**src/rtl/sram_bridge.sv**
```systemverilog
// sram_bridge: blocking bridge from the memory pipeline stage to an
// SRAM-like two-phase handshake bus. One bus transaction per request;
// the pipeline is held with a combinational stall until the transaction
// finishes, and the read word is returned through a register.
//
// Bus handshake: bus_req and all bus_* fields are registered and stay
// constant while bus_req=1; the address phase completes in the cycle
// bus_addr_ok is sampled high, after which bus_req drops. The data phase
// completes in the cycle bus_data_ok is sampled high (never earlier than
// its bus_addr_ok); bus_rdata is only meaningful in that cycle.
// With POST_WRITE=1 a write releases the pipeline right after bus_addr_ok
// and its bus_data_ok is absorbed later through the pend_w flag; no new
// request is issued while pend_w is set.
module sram_bridge #(
  parameter int POST_WRITE = 0
) (
  input  logic        clk,
  input  logic        rst,
  input  logic        req_en,
  input  logic        req_wr,
  input  logic [31:0] req_addr,
  input  logic [3:0]  req_mask,
  input  logic [31:0] req_data,
  output logic        stall,
  output logic [31:0] rdata,
  output logic        bus_req,
  output logic        bus_wr,
  output logic [31:0] bus_addr,
  output logic [3:0]  bus_wstrb,
  output logic [31:0] bus_wdata,
  input  logic        bus_addr_ok,
  input  logic        bus_data_ok,
  input  logic [31:0] bus_rdata
);

  typedef enum logic [1:0] {
    IDLE = 2'd0,
    ADDR = 2'd1,
    DATA = 2'd2,
    DONE = 2'd3
  } state_t;

  localparam logic POSTED = (POST_WRITE != 0);

  state_t state;
  state_t state_nxt;
  logic   pend_w;
  logic   issue;
  logic   rd_cap;
  logic   post_set;
  logic   post_clr;

  // Byte offset bits are dropped; the bus is word addressed.
  logic   unused_addr_lsb;
  assign unused_addr_lsb = &{1'b0, req_addr[1:0]};

  // Next-state decode and per-cycle handshake events
  always_comb begin
    state_nxt = state;
    issue     = 1'b0;
    rd_cap    = 1'b0;
    post_set  = 1'b0;
    case (state)
      IDLE: begin
        // A posted write still in flight blocks the next issue.
        if (req_en && !pend_w) begin
          issue     = 1'b1;
          state_nxt = ADDR;
        end
      end
      ADDR: begin
        if (bus_addr_ok) begin
          if (bus_data_ok) begin
            rd_cap    = !bus_wr;
            state_nxt = DONE;
          end else if (bus_wr && POSTED) begin
            post_set  = 1'b1;
            state_nxt = DONE;
          end else begin
            state_nxt = DATA;
          end
        end
      end
      DATA: begin
        if (bus_data_ok) begin
          rd_cap    = !bus_wr;
          state_nxt = DONE;
        end
      end
      DONE: begin
        // The request still on req_en here is the one just served.
        state_nxt = IDLE;
      end
      default: state_nxt = IDLE;
    endcase
  end

  // Late data acknowledge of a posted write, seen outside a transaction
  assign post_clr = pend_w && bus_data_ok && ((state == IDLE) || (state == DONE));

  assign stall = ((state == IDLE) && req_en) || (state == ADDR) || (state == DATA);

  // FSM state register
  always_ff @(posedge clk or negedge rst) begin
    if (!rst) state <= IDLE;
    else      state <= state_nxt;
  end

  // Posted-write pending flag
  always_ff @(posedge clk or negedge rst) begin
    if (!rst)          pend_w <= 1'b0;
    else if (post_set) pend_w <= 1'b1;
    else if (post_clr) pend_w <= 1'b0;
  end

  // Bus request and transaction fields, latched once per issue
  always_ff @(posedge clk or negedge rst) begin
    if (!rst) begin
      bus_req   <= 1'b0;
      bus_wr    <= 1'b0;
      bus_addr  <= 32'h0;
      bus_wstrb <= 4'h0;
      bus_wdata <= 32'h0;
    end else if (issue) begin
      bus_req   <= 1'b1;
      bus_wr    <= req_wr;
      bus_addr  <= {req_addr[31:2], 2'b00};
      bus_wstrb <= req_wr ? req_mask : 4'h0;
      bus_wdata <= req_data;
    end else if ((state == ADDR) && bus_addr_ok) begin
      bus_req   <= 1'b0;
    end
  end

  // Read word register; only a read capture changes it
  always_ff @(posedge clk or negedge rst) begin
    if (!rst)        rdata <= 32'h0;
    else if (rd_cap) rdata <= bus_rdata;
  end

endmodule

```
**config.mk**
```make
export PLATFORM = sky130hd
export DESIGN_NAME = sram_bridge
export DESIGN_NICKNAME = d
export VERILOG_FILES = /design/src/rtl/sram_bridge.sv
export SDC_FILE = /design/constraint.sdc
export NUM_CORES = 1
export LEC_CHECK = 0
export BUFFER_PORTS_ARGS = -buffer_cell sky130_fd_sc_hd__clkbuf_2
export CORE_UTILIZATION = 34
export DETAILED_ROUTE_END_ITERATION = 8
export PLACE_DENSITY = 0.62
export SETUP_SLACK_MARGIN = 0.3
export SLEW_MARGIN = 10
export SYNTH_ARGS = -nofsm -noshare
export SYNTH_HDL_FRONTEND = slang
export SYNTH_SLANG_ARGS = --single-unit
```
**constraint.sdc**
```tcl
create_clock -name clk -period 2.01 [get_ports clk]
set_input_delay 0.201 -clock clk [delete_from_list [all_inputs] [get_ports clk]]
set_output_delay 0.201 -clock clk [all_outputs]
set_load 0.03 [all_outputs]
```
==> metrics.txt <==
result of the run=complete, but fails checks; violations in the final reports=design-rule violations; DPL Wire Length=~6.2 mm; total number of placement rows=39; number of vias in the routed layout=2,781; share of final-layout standard cells stronger than drive strength 1=0.720; clock buffers created by TritonCTS=9; CTS Root Buffer Type=clkbuf_16; final wirelength=8.91 mm; Slew Limit Fails=0; count of mapped cells out of synthesis=around 250; leading cell types by count after synthesis=dfrtp_1 (102), mux2_2 (66), mux2_4 (30); Avg Cell Area, Syn=16.5 um^2; maximum vdd ir drop=810 uV; least setup slack across all paths after layout=0.337 ns; Area Growth Syn to Fin=43.1%; die span in x=~110 um; first-pass iteration count of the detailed router=7; post-placement worst setup slack=roughly 0.16 ns; hold violation total from the final report=0; Max Fanout on Critical Path=8; final period utilization=0.832; category of the worst setup path launch point=register; Starting Density=0.351; accumulated negative setup slack=0 ns; Layout Cell Area excl Fill=5790 um^2; per-cell via count in the routed design=between 4 and 5; most instantiated library cell after synthesis=dfrtp_1; ratio of total power to cell area=1900 nW/um^2; Crit Path Class=reg2reg; first-pass GRT wire length=14.1 mm; data required time at the worst endpoint=between 2 and 2.5 ns; minimum period implied by the final worst setup slack=1.67 ns; top cell type's share of synthesized area=0.631; Total GRT Usage=0.149; initial DRC count=110; via count of the first global-routing pass=2,854; register cell area after layout=2550 um^2; placed cell areas=5260 um^2; portion of the post-synthesis area used by sequential elements=0.631; Main synth FF type=dfrtp_1; synthesized area=4040 um^2; largest net degree at the start of global routing=53; max capacitance violation total=0; input/output buffers=204; Finished Core Util=0.503; Post-synth EDFFs=0; clock latency on the worst-skew pair=around 0.34 ns; count of unresolved DRC violations after routing=28; Placeable Area=11,500 um^2; cell mode on critical path=buf_6; clock transition at the registers of the reported paths=0.06 ns; Bufs on Longest Clock Path=2; Setup crit end kind=register; # IOs=209; fraction of registers with async set or reset after synthesis=1.00; data arrival time of the critical path=1.90 ns; die boundary height=roughly 110 um; overflow left after global routing=0; final antenna-violating net count=0; slowest stage delay, CP=0.40 ns; number of clock sinks=102; largest cells by area after synthesis=dfrtp_1 (63%), mux2_2 (18%), mux2_4 (11%); Yosys top cell by area=dfrtp_1; antenna violations before repair=0; yosys synthesis warning count=0; fin nets=579; CTS tree=built; cell-by-cell trace of the critical path=buf_6 -> ha_4 -> a21oi_4 -> nor3_4 -> buf_6 -> clkbuf_16 -> mux2_4; setup skew after layout=0.00539 ns; area of the die=approximately 12,000 um^2; Hold Path Class=in2reg; Max Freq=0.598 GHz; leakage=2.97 nW; number of distinct library cells after synthesis=21; number of H-tree levels=3; Wirelength per Cell=14.5 um; count of final setup violators=0; RSZ-0062 raised after global routing=no; final weighted congestion in routability-driven placement=0.723; antenna cell count=0; register bit total from synthesis=102; Hold WS=between 0.08 and 0.09 ns; FILL cells=1,037; Multi-input gate area=1470 um^2; cell with the biggest individual delay on the critical path=dfrtp_1
cells in the final DEF (no fill, tap or decap), types with 3 or more instances in the layout:
| master | netlist | final |
|---|---|---|
| buf_12 | 0 | 5 |
| buf_4 | 2 | 9 |
| buf_6 | 3 | 3 |
| clkbuf_1 | 1 | 3 |
| clkbuf_16 | 0 | 10 |
| clkbuf_2 | 0 | 203 |
| dfrtp_1 | 102 | 102 |
| ha_4 | 0 | 3 |
| mux2_2 | 66 | 64 |
| mux2_4 | 30 | 32 |
| nand2_1 | 14 | 12 |
| o21ai_0 | 4 | 4 |
repair_timing:
| item | 4_1_cts | 5_1_grt |
|---|---|---|
| setup endpoints to repair | 33 | 32 |
| gates resized for setup | 10 | 7 |
| buffers inserted | 7 | 4 |
| pin swaps | 2 | 2 |
| gates cloned | 2 | 1 |
| hold endpoints to repair | 24 | 0 |
| hold buffers | 1 | 0 |
worst max-delay path, delay by kind of cell, from the launching register on:
kind	cells	cell delay (ns)
adders and majority gates	1	0.16
and+or+nand+nor	1	0.19
buffers and inverters	3	0.44
DFF	1	0.40
AOI/OAI and AO/OA	1	0.06
muxes	1	0.30
stage by stage:
stage                     std cells  power [mW]
final                           615        11.0
after global routing            615        11.6
after CTS                       610        11.0
after detailed placement        586        9.05
after global placement          586        8.92
after floorplan                 246        7.46
final cells by class:
cell class | count | share of cell area
inverter | 2 | 0.00173
clock inverter | 2 | 0.00605
clock buffer | 12 | 0.0409
timing repair buffer | 224 | 0.226
tap | 143 | 0.0309
sequential | 102 | 0.441
multi-input combinational | 130 | 0.254
cells by family after synthesis:
family                   count (synthesis)  synth area share
buffers and inverters                   14            0.0223
other                                    1          0.000927
AND/OR/NAND/NOR                         20            0.0241
multiplexers                            96             0.295
AO/OA/AOI/OAI                            8            0.0139
flip-flops                             102             0.631
adder cells (fa/ha/maj)                  4            0.0124
per-layer routing:
metal,part of all wire,GRT usage,vias to the layer above
met4,0.025,0.0739,0
met2,0.49,0.245,121
met3,0.076,0.0508,18
met5,0,0,-
li1,-,-,1289
met1,0.41,0.173,1353
where the power goes:
group          leakage (nW)  switching, mW  internal [mW]  total [mW]
Clock                 0.132          0.691          0.950        1.64
Sequential             1.22          0.553           3.11        3.66
Combinational          1.62           3.37           2.33        5.70
path summary, 6_finish.rpt:
kind	slack, ns	depth (start not counted)	endpoint	start
setup / recovery	0.34	7	rdata[10]	state[0]
hold / removal	0.08	3	bus_wstrb[1]	req_mask[1]
setup reg to reg	0.34	7	rdata[10]	state[0]
hold reg to reg	0.48	2	bus_req	bus_req
max in group asynchronous	1.06	3	bus_wstrb[0]	rst
min in group asynchronous	0.31	2	rdata[3]	rst
flip-flops by register name, summed over array words and instances (netlist names):
register	cells
bus_wr	1
bus_wstrb	4
bus_addr	30
state	2
rdata	32
bus_wdata	32
bus_req	1
No activity file was read; power rests on OpenSTA's default activity.
